==> src/rtl/clkmux_cfg_loader_if.sv <==
// Serial configuration handshake between a frame source and the clock-mux config loader.
// The source drives the request/data side; the loader returns status.
interface clkmux_cfg_loader_if;
  logic cfg_start;
  logic cfg_abort;
  logic sdi;
  logic sdi_vld;
  logic busy;
  logic done;
  logic perr;

  modport master (
    output cfg_start,
    output cfg_abort,
    output sdi,
    output sdi_vld,
    input  busy,
    input  done,
    input  perr
  );

  modport slave (
    input  cfg_start,
    input  cfg_abort,
    input  sdi,
    input  sdi_vld,
    output busy,
    output done,
    output perr
  );
endinterface

==> src/rtl/clkmux_cfg_loader.sv <==
// Serial, even-parity-checked configuration loader for a 12:1 global clock-mux cell.
// A good frame is committed to cbit/cbitb/cenb only while prog isolates the mux output.
module clkmux_cfg_loader #(
  parameter int unsigned NCBIT    = 6,
  parameter int unsigned PROG_CYC = 4
) (
  input  logic                 clk,
  input  logic                 rstb,
  clkmux_cfg_loader_if.slave   cfg,
  output logic                 prog,
  output logic [NCBIT-1:0]     cbit,
  output logic [NCBIT-1:0]     cbitb,
  output logic                 cenb
);

  localparam int unsigned FRAME = NCBIT + 2;
  localparam int unsigned CntW  = $clog2(FRAME);
  localparam int unsigned PcntW = $clog2(PROG_CYC);

  typedef enum logic [2:0] {
    StIdle,
    StShift,
    StCheck,
    StProg,
    StDone
  } state_e;

  state_e           state_q;
  logic [FRAME-1:0] shadow_q;
  logic [CntW-1:0]  cnt_q;
  logic [PcntW-1:0] pcnt_q;
  logic             busy_q;
  logic             done_q;
  logic             perr_q;

  assign cfg.busy = busy_q;
  assign cfg.done = done_q;
  assign cfg.perr = perr_q;

  always_ff @(posedge clk or negedge rstb) begin
    if (!rstb) begin
      state_q  <= StIdle;
      shadow_q <= '0;
      cnt_q    <= '0;
      pcnt_q   <= '0;
      busy_q   <= 1'b0;
      done_q   <= 1'b0;
      perr_q   <= 1'b0;
      prog     <= 1'b0;
      cbit     <= '0;
      cbitb    <= '1;
      cenb     <= 1'b1;
    end else begin
      done_q <= 1'b0;
      unique case (state_q)
        StIdle: begin
          if (cfg.cfg_start) begin
            state_q <= StShift;
            cnt_q   <= '0;
            perr_q  <= 1'b0;
            busy_q  <= 1'b1;
          end
        end
        StShift: begin
          // Abort wins over a bit arriving in the same cycle.
          if (cfg.cfg_abort) begin
            state_q <= StIdle;
            cnt_q   <= '0;
            busy_q  <= 1'b0;
          end else if (cfg.sdi_vld) begin
            shadow_q[cnt_q] <= cfg.sdi;
            if (cnt_q == CntW'(FRAME - 1)) begin
              state_q <= StCheck;
              cnt_q   <= '0;
            end else begin
              cnt_q <= cnt_q + 1'b1;
            end
          end
        end
        StCheck: begin
          if (^shadow_q == 1'b0) begin
            state_q <= StProg;
            pcnt_q  <= '0;
            prog    <= 1'b1;
          end else begin
            state_q <= StIdle;
            perr_q  <= 1'b1;
            busy_q  <= 1'b0;
          end
        end
        StProg: begin
          // Load at the end of p=1 so prog brackets the select change on both sides.
          if (pcnt_q == PcntW'(1)) begin
            cbit  <= shadow_q[NCBIT-1:0];
            cbitb <= ~shadow_q[NCBIT-1:0];
            cenb  <= shadow_q[NCBIT];
          end
          if (pcnt_q == PcntW'(PROG_CYC - 1)) begin
            state_q <= StDone;
            pcnt_q  <= '0;
            prog    <= 1'b0;
            busy_q  <= 1'b0;
            done_q  <= 1'b1;
          end else begin
            pcnt_q <= pcnt_q + 1'b1;
          end
        end
        StDone: begin
          state_q <= StIdle;
        end
        default: begin
          state_q <= StIdle;
        end
      endcase
    end
  end

endmodule

==> src/flat_wrapper.sv <==
// flat-port wrapper written by rule: the top's interface ports become plain ports
module clkmux_cfg_loader_flat 
#(
  parameter int unsigned NCBIT    = 6,
  parameter int unsigned PROG_CYC = 4
)
  (clk, rstb, prog, cbit, cbitb, cenb, cfg_cfg_start, cfg_cfg_abort, cfg_sdi, cfg_sdi_vld, cfg_busy, cfg_done, cfg_perr);
  clkmux_cfg_loader_if cfg_i ();
  input  logic clk;
  input  logic rstb;
  output logic prog;
  output logic [NCBIT-1:0] cbit;
  output logic [NCBIT-1:0] cbitb;
  output logic cenb;
  input wire logic [$bits(cfg_i.cfg_start)-1:0] cfg_cfg_start;
  input wire logic [$bits(cfg_i.cfg_abort)-1:0] cfg_cfg_abort;
  input wire logic [$bits(cfg_i.sdi)-1:0] cfg_sdi;
  input wire logic [$bits(cfg_i.sdi_vld)-1:0] cfg_sdi_vld;
  output wire logic [$bits(cfg_i.busy)-1:0] cfg_busy;
  output wire logic [$bits(cfg_i.done)-1:0] cfg_done;
  output wire logic [$bits(cfg_i.perr)-1:0] cfg_perr;
  assign cfg_i.cfg_start = cfg_cfg_start;
  assign cfg_i.cfg_abort = cfg_cfg_abort;
  assign cfg_i.sdi = cfg_sdi;
  assign cfg_i.sdi_vld = cfg_sdi_vld;
  assign cfg_busy = cfg_i.busy;
  assign cfg_done = cfg_i.done;
  assign cfg_perr = cfg_i.perr;
  clkmux_cfg_loader #(.NCBIT(NCBIT), .PROG_CYC(PROG_CYC)) u_core (.clk(clk), .rstb(rstb), .cfg(cfg_i), .prog(prog), .cbit(cbit), .cbitb(cbitb), .cenb(cenb));
endmodule
==> config.mk <==
export PLATFORM = sky130hd
export DESIGN_NAME = clkmux_cfg_loader_flat
export DESIGN_NICKNAME = d
export VERILOG_FILES = /design/src/rtl/clkmux_cfg_loader_if.sv /design/src/rtl/clkmux_cfg_loader.sv /design/src/flat_wrapper.sv
export SDC_FILE = /design/constraint.sdc
export NUM_CORES = 1
export LEC_CHECK = 0
export CAP_MARGIN = 0
export CELL_PAD_IN_SITES_DETAIL_PLACEMENT = 0
export CELL_PAD_IN_SITES_GLOBAL_PLACEMENT = 1
export CORE_MARGIN = 3
export CORE_UTILIZATION = 38
export CTS_BUF_LIST = sky130_fd_sc_hd__clkbuf_16
export CTS_CLUSTER_SIZE = 40
export DETAILED_ROUTE_END_ITERATION = 10
export HOLD_SLACK_MARGIN = 0.02
export PLACE_DENSITY = 0.8
export SLEW_MARGIN = 20
export SYNTH_ARGS = -nofsm -noshare
export SYNTH_HDL_FRONTEND = slang
export SYNTH_SLANG_ARGS = --single-unit
==> constraint.sdc <==
create_clock -name clk -period 1.9 [get_ports clk]
set_clock_uncertainty 0.1 [all_clocks]
set_input_delay 0.19 -clock clk [delete_from_list [all_inputs] [get_ports clk]]
set_output_delay 0.19 -clock clk [all_outputs]
set_load 0.1 [all_outputs]
==> impl_metrics.toml, run 1 <==
[floorplanning]
row_count = 22
core_um2 = 3770
die_y_um = 69.4
io_pins = 23
die_w_um = 69.4
die_area_um2 = 4810
initial_core_util = 0.405

[sta]
drv_slew = 0
period_minus_slack_ns = 1.79
setup_viol = 0
finalHoldViolations = 0
slew_headroom = 0.735
tightest_slew_ns = 0.397
rsz0062_at_grt = "no"
max_freq_ghz = 0.559
post-route-period-util = 0.941

[finish]
drive_above_1_share = 0.314
fin_nets = 178
diodes = 0
final_cells = 217
finish.instance_area_um2 = 2040
areaGrowthSynthToFinish_pct = 33.4

[setup_path]
critical_path.startpoint = "u_core.state_q[2]$_DFFE_PN0P_"
r2r_start = "u_core.state_q[2]$_DFFE_PN0P_"
critPathTopFamily = "simple AND/OR/NAND/NOR gates"
crit_buf_inv = 0
crit_required_ns = 1.96
crit_path_max_fanout = 6
ff2ff_path_depth = 4
rr_endpoint = "u_core.shadow_q[5]$_DFFE_PN0P_"
cpMaxStageDelayCell = "dfrtp_1"
worst-path-stages = 4
r2r_slack_ns = 0.11
crit_type = "reg -> reg"
endpoint_kind = "flip-flop"
crit_chain = "nor4b_4 -> nand3_1 -> nor3_1 -> mux2_2"
cp.arrival_ns = 1.85
critPathMaxStageDelay_ns = 0.45
cp-start-kind = "flip-flop"

[clocking]
cts_setup_buffers = 0
clkLatencyLatePin_ns = 0.28
cts_buffer_depth = 2
cts_root_buf = "clkbuf_16"
cts.clk_slew.worst_paths_ns = 0.05
htreeDepth = 2
postCtsHoldBufs = 0
cts_tree = "done"
cts_num_sinks = 33
post_cts_resized = 0
cts_inserted_buffers = 5

[routing]
routed_wl_um = 2940
wl_per_cell_um = 13.6
dr.first_iter.drc_count = 64
dr.pass1.iters = 6
vias_per_cell = 5.02
remaining_drc_errors = 0
vias = 1089
ant_nets = 0

[placement]
placed_cells = 209
dpl.hpwl_um = 2140
io_buffers = 22
routabilityCongestion = 0.808
placed_area_um2 = 1900

[power_and_ir_drop]
vdd_drop_max_mv = 0.558
power.density_nw_per_um2 = 1040
leakage_nw = 0.992

[run_status]
outcome = "finished clean"

[run]
drv_cap = 0

[logic_synthesis]
synthFlopType = "dfrtp_1"
synthAdderAreaFrac = 0.0328
synth.area.top_cells = "dfrtp_1 (43%), dfstp_2 (12%), mux2_2 (10%)"
yosysTopAreaCellShare = 0.426
syn_area_um2 = 1530
synthXorXnorAreaFrac = 0.0459
synthArstFlopShare = 1.00
synth_edf_count = 0
synth_top_family_by_area = "multiplexers"
syn_nets = 143
ys_ff_latch = 33
syn_inst = 133
synthSimpleGateAreaFrac = 0.127
synth.largest_area_cell = "dfrtp_1"
synthMuxAreaShare = 0.130
synth_compound_gate_area_share = 0.0820
synth.distinct_cells = 31
yosys_warnings = 0
seq_area_frac_synth = 0.547
syn_avg_cell_area_um2 = 11.5

[grt]
grt_pass1_wl_um = 5010
grt.overflow.total = 0
antenna_found_initial = 0
grt_max_degree = 34
grt_use_total = 0.133
grt_pass1_vias = 1120

[min_path]
hold_path.class = "in -> async"
==> per-layer routing <==
metal | global-route usage | part of all wire | wire length, um | up-vias
met4 | 0.0586 | 0.020 | 58 | 0
met2 | 0.213 | 0.49 | 1450 | 17
met1 | 0.153 | 0.44 | 1300 | 534
met5 | 0 | 0 | 0 | -
li1 | - | - | - | 533
met3 | 0.0580 | 0.047 | 138 | 5
==> sequential cells by signal, indices dropped and copies added (netlist names) <==
signal	count
u_core.cfg.perr	1
u_core.cfg.done	1
u_core.cfg.busy	1
u_core.shadow_q	8
u_core.cbit	6
u_core.pcnt_q	2
u_core.cenb	1
u_core.state_q	3
u_core.cnt_q	3
u_core.prog	1
u_core.cbitb	6
==> area by class of cell <==
type,count,area (um2)
fill,329,1740
sequential,33,835
multi-input combinational,88,638
timing repair buffer,31,333
clock buffer,5,125
tap,48,60.1
inverter,9,33.8
clock inverter,3,11.3
==> Yosys cell counts, types with 2 or more instances <==
cell type  instances
nor3_1             6
dfrtp_1           26
o21ai_0           11
xnor2_1            7
a21oi_1            4
dfstp_2            7
o31ai_1            2
o22ai_1            2
mux2i_1            3
nand3_1            2
mux2_2            14
nor2_1             6
nand2_1           11
ha_1               4
nand4_1            3
inv_1              9
nand2b_1           2
==> through the flow <==
step | hold WS (ns) | util | TNS, ns | power [mW] | setup WS (ns)
detailed placement | 0.395 | 0.504 | -0.0706 | 1.39 | -0.0357
floorplan | -0.206 | - | 0 | 1.22 | 0.122
finish | 0.207 | 0.540 | 0 | 2.11 | 0.112
global placement | 0.388 | 0.504 | 0 | 1.38 | 0.00514
global route | 0.256 | 0.540 | 0 | 2.22 | 0.0130
CTS | 0.218 | 0.540 | 0 | 2.14 | 0.114
==> power by group <==
part           switching (mW)  internal (mW)  leakage, nW
clock network           0.260          0.469       0.0738
logic                   0.337          0.207        0.499
registers              0.0689          0.773        0.418
==> cells by family (layout without fill, tap and decap cells) <==
family                     after synthesis  count (layout)
AOI/OAI and AO/OA                       22              22
adders and majority gates                4               4
and+or+nand+nor                         36              36
muxes                                   18              18
buffers and inverters                   12              48
xor gates and xnor gates                 8               8
DFF                                     33              33
==> worst max path at each step <==
stage	to	slack (ns)
global placement	u_core.shadow_q[1]$_DFFE_PN0P_	0.005
global route	u_core.shadow_q[5]$_DFFE_PN0P_	0.01
finish	u_core.shadow_q[5]$_DFFE_PN0P_	0.11
floorplan	u_core.shadow_q[1]$_DFFE_PN0P_	0.12
CTS	u_core.shadow_q[5]$_DFFE_PN0P_	0.11
detailed placement	u_core.shadow_q[5]$_DFFE_PN0P_	-0.04
==> cells in the final DEF (no fill, tap or decap), drive strengths merged <==
| cell type | n |
|---|---|
| dfrtp | 26 |
| buf | 26 |
| mux2 | 15 |
| inv | 11 |
| o21ai | 11 |
| nand2 | 11 |
| xnor2 | 7 |
| dfstp | 7 |
| nor2 | 6 |
| nor3 | 6 |
| clkbuf | 5 |
| clkdlybuf4s50 | 5 |
| a21oi | 4 |
| ha | 4 |
| mux2i | 3 |
| nand4 | 3 |
| nand2b | 2 |
| o31ai | 2 |
| o22ai | 2 |
| nand3 | 2 |
| nand3b | 1 |
| nor4b | 1 |
| nor2b | 1 |
| xor2 | 1 |
| a211o | 1 |
| and3 | 1 |
| nand4b | 1 |
| and2 | 1 |
| a31oi | 1 |
| a211oi | 1 |
| clkinv | 1 |
No activity file was read; power rests on OpenSTA's default activity.
==> run 2, diff against run 1 <==
- CORE_MARGIN: 3 -> 5
- CORE_UTILIZATION: 38 -> 44
- DONT_BUFFER_PORTS: not set -> 1
- PLACE_DENSITY: 0.8 -> 0.78
==> run 2 against run 1 <==
  * Clock power rose by 2%
  * Count of clock-buffer cells in the layout did not move
  * Final area fell by 8.7%
  * First-iteration DRC count fell by 13%
  * Final cell count fell by 6.9%
  * Die area fell by 1.4%
  * Combinational power fell by 14%
  * Critical path depth did not move
  * Global-route usage rose by 1.4 points
  * Non-clock buffer count fell by 13
  * Largest power group unchanged
==> impl_metrics.toml, run 2 (synthesized netlist as in run 1, its figures left out) <==
[sta]
tightest_slew_ns = 0.512
setup_viol = 0
setup_tns_ns = 0
setup_slack_ns = 0.133
drv_slew = 0
post-route-period-util = 0.930
holdWs_ns = 0.0433
slew_headroom = 0.658
finalHoldViolations = 0
max_freq_ghz = 0.566
rsz0062_at_grt = "no"
period_minus_slack_ns = 1.77

[finish]
largest_registers = "u_core.shadow_q (8), u_core.cbit (6), u_core.cbitb (6)"
finish.instance_area_um2 = 1860
fillers = 302
multi_input_area_um2 = 638
fin_nets = 165
mostFrequentLayoutCells = "dfrtp_1 (26), mux2_2 (14), buf_4 (14), o21ai_0 (11), nand2_1 (11)"
final_cells = 202
finish.utilization = 0.557
final_common_cell = "dfrtp_1"
diodes = 0
largest-register = "u_core.shadow_q"
largest_reg_flops = 8
seq_area_um2 = 835
areaGrowthSynthToFinish_pct = 21.7
drive_above_1_share = 0.282

[min_path]
min_from = "cfg_sdi_vld"
holdPathEnd = "u_core.shadow_q[3]$_DFFE_PN0P_"
hold_path.class = "in -> reg"
holdPathStages = 2

[floorplanning]
initial_core_util = 0.457
row_count = 21
core_um2 = 3340
die_w_um = 68.9
die_area_um2 = 4750
die_y_um = 68.9
io_pins = 23

[setup_path]
cp.arrival_ns = 1.83
crit_path_max_fanout = 6
cp-start-kind = "flip-flop"
rr_endpoint = "u_core.shadow_q[7]$_DFFE_PN0P_"
crit_required_ns = 1.96
r2r_start = "u_core.state_q[1]$_DFFE_PN0P_"
ff2ff_path_depth = 4
crit_type = "reg -> reg"
r2r_slack_ns = 0.13
endpoint_kind = "flip-flop"

[clocking]
htreeDepth = 2
cts_tree = "done"
cts_num_sinks = 33
cts_root_buf = "clkbuf_16"
clkLatencyLatePin_ns = 0.27
cts_buffer_depth = 2
cts_inserted_buffers = 5
cts.clk_slew.worst_paths_ns = 0.05
post_cts_resized = 0
cts_setup_buffers = 0

[grt]
grt_pass1_wl_um = 4950
grt.overflow.total = 0
grt_max_degree = 34
grt_pass1_vias = 1090
antenna_found_initial = 0
grt_use_total = 0.147

[power_and_ir_drop]
leakage_nw = 0.898
total_power_mw = 2.08
power.density_nw_per_um2 = 1120
vdd_drop_max_mv = 0.629

[routing]
dr.first_iter.drc_count = 56
vias_per_cell = 5.23
vias = 1057
remaining_drc_errors = 0
ant_nets = 0
wl_per_cell_um = 13.9
dr.pass1.iters = 4
routed_wl_um = 2800

[placement]
io_buffers = 0
placed_cells = 190
placed_area_um2 = 1670
dpl.hpwl_um = 1990
preCtsSetupSlack_ns = 0.108
routabilityCongestion = 0.770

[run]
drv_cap = 0

[run_status]
outcome = "finished clean"
==> run 2: cell count changes in the layout (fill, tap and decap cells not counted), sizes merged <==
cell / previous run / this run
inv: 11 / 10
clkinv: 1 / 2
buf: 26 / 15
clkdlybuf4s50: 5 / 0
dlygate4sd3: 0 / 3
==> run 2: cell type report <==
cell class | count | share of cell area
repair buffers | 18 | 0.0835
inverters | 9 | 0.0182
clock buffers | 5 | 0.0673
flip-flops and latches | 33 | 0.449
multi-input cells | 88 | 0.343
well taps | 46 | 0.0310
clock inverters | 3 | 0.00741
==> run 2: worst max-delay path, stage by stage, from the launching register on <==
cell	delay, ns
dfrtp_1	0.40
nor4b_4	0.41
nand3_1	0.18
nor3_1	0.20
mux2_2	0.36
==> run 2: where the power goes <==
part	switching [mW]	internal (mW)
Combinational	0.289	0.179
Clock	0.268	0.474
Sequential	0.0934	0.773
==> run 2: repair_timing <==
action / in CTS / in global routing
endpoints found under the hold margin: 43 / 0
hold buffers: 4 / 0
setup endpoints to repair: 0 / 1
==> run 2: worst max-delay path by stage <==
stage / slack [ns] / depth (start not counted) / endpoint / from
after floorplan: 0.12 / 5 / u_core.shadow_q[1]$_DFFE_PN0P_ / u_core.state_q[1]$_DFFE_PN0P_
after global placement: 0.17 / 4 / u_core.shadow_q[5]$_DFFE_PN0P_ / u_core.state_q[2]$_DFFE_PN0P_
after detailed placement: 0.11 / 4 / u_core.shadow_q[7]$_DFFE_PN0P_ / u_core.state_q[2]$_DFFE_PN0P_
after CTS: 0.11 / 4 / u_core.shadow_q[7]$_DFFE_PN0P_ / u_core.state_q[2]$_DFFE_PN0P_
after global routing: 0.04 / 4 / u_core.shadow_q[1]$_DFFE_PN0P_ / u_core.state_q[1]$_DFFE_PN0P_
final: 0.13 / 4 / u_core.shadow_q[7]$_DFFE_PN0P_ / u_core.state_q[1]$_DFFE_PN0P_
==> run 2: routing by layer <==
metal	wire length, um	GRT usage	share of wire
met2	1370	0.221	0.49
met1	1200	0.179	0.43
met3	147	0.0389	0.052
met4	85	0.112	0.030
met5	0	0	0
==> run 3, diff against run 2 <==
- ABC_AREA: not set -> 1
- CAP_MARGIN: 0 -> not set
- CORE_UTILIZATION: 44 -> 41
==> run 3 against run 2 <==
  * Clock power about the same
  * Synthesized cell count increased by 50%
  * Sequential share of layout area decreased by 1.9 points
  * Critical endpoint is now u_core.cbitb[2]$_DFFE_PN1P_
  * Largest power group unchanged
  * Highest routed layer unchanged
==> impl_metrics.toml, run 3 <==
[min_path]
holdPathStages = 3
holdPathEnd = "u_core.cnt_q[2]$_DFFE_PN0P_"
min_from = "cfg_cfg_abort"
hold_path.class = "in -> reg"

[floorplanning]
row_count = 23
core_um2 = 3940
die_w_um = 73.2
die_y_um = 73.2
initial_core_util = 0.415
die_area_um2 = 5350
io_pins = 23

[routing]
wl_per_cell_um = 12.6
remaining_drc_errors = 0
dr.first_iter.drc_count = 85
routed_wl_um = 3380
dr.pass1.iters = 4
vias = 1284
vias_per_cell = 4.77
ant_nets = 0

[placement]
preCtsSetupSlack_ns = 0.371
io_buffers = 0
routabilityCongestion = 0.841
dpl.hpwl_um = 2500

[grt]
grt_pass1_vias = 1275
grt_max_degree = 34
grt_use_total = 0.139
antenna_found_initial = 0
grt.overflow.total = 0
grt_pass1_wl_um = 5790

[finish]
largest-register = "u_core.shadow_q"
areaGrowthSynthToFinish_pct = 18.6
fillers = 386
final_common_cell = "nand2_1"
fin_nets = 228
largest_registers = "u_core.shadow_q (8), u_core.cbit (6), u_core.cbitb (6)"
drive_above_1_share = 0.174
mostFrequentLayoutCells = "nand2_1 (73), dfrtp_1 (26), inv_1 (25), nor2_1 (14), buf_4 (10)"
largest_reg_flops = 8
diodes = 0

[setup_path]
crit_path_max_fanout = 15
crit_type = "reg -> reg"
r2r_slack_ns = 0.36
r2r_start = "u_core.state_q[2]$_DFFE_PN0P_"
crit_required_ns = 2.01
critical_path.startpoint = "u_core.state_q[2]$_DFFE_PN0P_"
cp.arrival_ns = 1.65
endpoint_kind = "flip-flop"
cp-start-kind = "flip-flop"
ff2ff_path_depth = 6
rr_endpoint = "u_core.cbitb[2]$_DFFE_PN1P_"

[power_and_ir_drop]
total_power_mw = 2.98
leakage_nw = 0.983
power.density_nw_per_um2 = 1540
vdd_drop_max_mv = 1.14

[clocking]
cts_num_sinks = 33
cts.clk_slew.worst_paths_ns = 0.05
post_cts_resized = 0
cts_inserted_buffers = 5
cts_setup_buffers = 0
cts_buffer_depth = 2
htreeDepth = 2
clkLatencyLatePin_ns = 0.27
postCtsHoldBufs = 3
cts_tree = "done"
cts_root_buf = "clkbuf_16"

[sta]
rsz0062_at_grt = "no"
setup_viol = 0
period_minus_slack_ns = 1.54
setup_slack_ns = 0.362
drv_slew = 0
setup_tns_ns = 0
post-route-period-util = 0.810
tightest_slew_ns = 0.516
max_freq_ghz = 0.650
finalHoldViolations = 0
slew_headroom = 0.656

[run_status]
outcome = "finished clean"

[logic_synthesis]
yosysTopAreaCellShare = 0.398
synth.largest_area_cell = "dfrtp_1"
syn_area_um2 = 1640
syn_inst = 199
synthArstFlopShare = 1.00
synth_common_cells = "nand2_1 (73), dfrtp_1 (26), inv_1 (25)"
syn_avg_cell_area_um2 = 8.22
seq_area_frac_synth = 0.510
yosys_warnings = 0
synth.distinct_cells = 23
syn_nets = 209
synth.area.top_cells = "dfrtp_1 (40%), nand2_1 (17%), dfstp_2 (11%)"
yosysMostFrequentCell = "nand2_1"
synthFlopType = "dfrtp_1"
ys_ff_latch = 33
synth_edf_count = 0

[run]
drv_cap = 0
## run 3: cell count changes in the layout (fill, tap and decap cells not counted), sizes merged, moves of 5 or more
| cell | before | now |
|---|---|---|
| mux2 | 15 | 0 |
| nor2 | 6 | 19 |
| o21a | 0 | 6 |
| nand2 | 11 | 76 |
| inv | 10 | 26 |
| xnor2 | 7 | 0 |
| a21oi | 4 | 9 |
| a31oi | 1 | 8 |
| nor3 | 6 | 0 |
| o21ai | 11 | 6 |
## run 3: where the power goes
group	internal [mW]	switching [mW]	total [mW]
registers	0.874	0.298	1.17
clock network	0.473	0.272	0.744
logic	0.289	0.778	1.07
total	1.64	1.35	2.98
## run 3: final cells by class
| type | instances | area [um2] | area share |
|---|---|---|---|
| Clock buffer | 5 | 125 | 0.0645 |
| Clock inverter | 3 | 12.5 | 0.00645 |
| Inverter | 26 | 97.6 | 0.0503 |
| Multi-Input combinational cell | 139 | 692 | 0.357 |
| Sequential cell | 33 | 835 | 0.430 |
| Tap cell | 50 | 62.6 | 0.0323 |
| Timing Repair Buffer | 13 | 115 | 0.0594 |
## run 3: cells by family (layout without fill, tap and decap cells)
logic type	after synthesis	count (layout)	share of synthesized area
adders and majority gates	4	4	0.0306
DFF	33	33	0.510
buffers and inverters	27	47	0.0666
and+or+nand+nor	105	105	0.281
AOI/OAI and AO/OA	30	30	0.112
## run 3: routing by layer
layer  GRT usage  share of wire
met5           0              0
met1       0.173           0.47
met3      0.0413          0.044
met2       0.228           0.48
met4      0.0451         0.0068
## run 3: worst max-delay path by stage
stage / slack, ns / depth (start not counted) / end
3_3_place_gp: 0.38 / 6 / u_core.cbitb[1]$_DFFE_PN1P_
6_report: 0.36 / 6 / u_core.cbitb[2]$_DFFE_PN1P_
3_5_place_dp: 0.37 / 6 / u_core.cbitb[2]$_DFFE_PN1P_
4_1_cts: 0.34 / 6 / u_core.cbitb[2]$_DFFE_PN1P_
2_1_floorplan: 0.55 / 8 / u_core.cfg.busy$_DFFE_PN0P_
5_1_grt: 0.20 / 6 / u_core.cbitb[2]$_DFFE_PN1P_
## run 3: metrics by stage
stage | hold WS (ns) | area (um2) | std cells | utilization
after floorplan | -0.206 | 1640 | 199 | -
after global placement | -0.204 | 1760 | 258 | 0.447
after detailed placement | -0.205 | 1760 | 258 | 0.447
after CTS | 0.0308 | 1940 | 269 | 0.492
after global routing | 0.0428 | 1940 | 269 | 0.492
final | 0.0356 | 1940 | 269 | 0.492
## run 3: worst max-delay path, cell delays in order (launching register included)
cell and delay (ns):
dfrtp_1 0.42, inv_1 0.08, nand2_1 0.10, nor2_2 0.17, nand2_2 0.21, inv_1 0.24, o21a_1 0.15
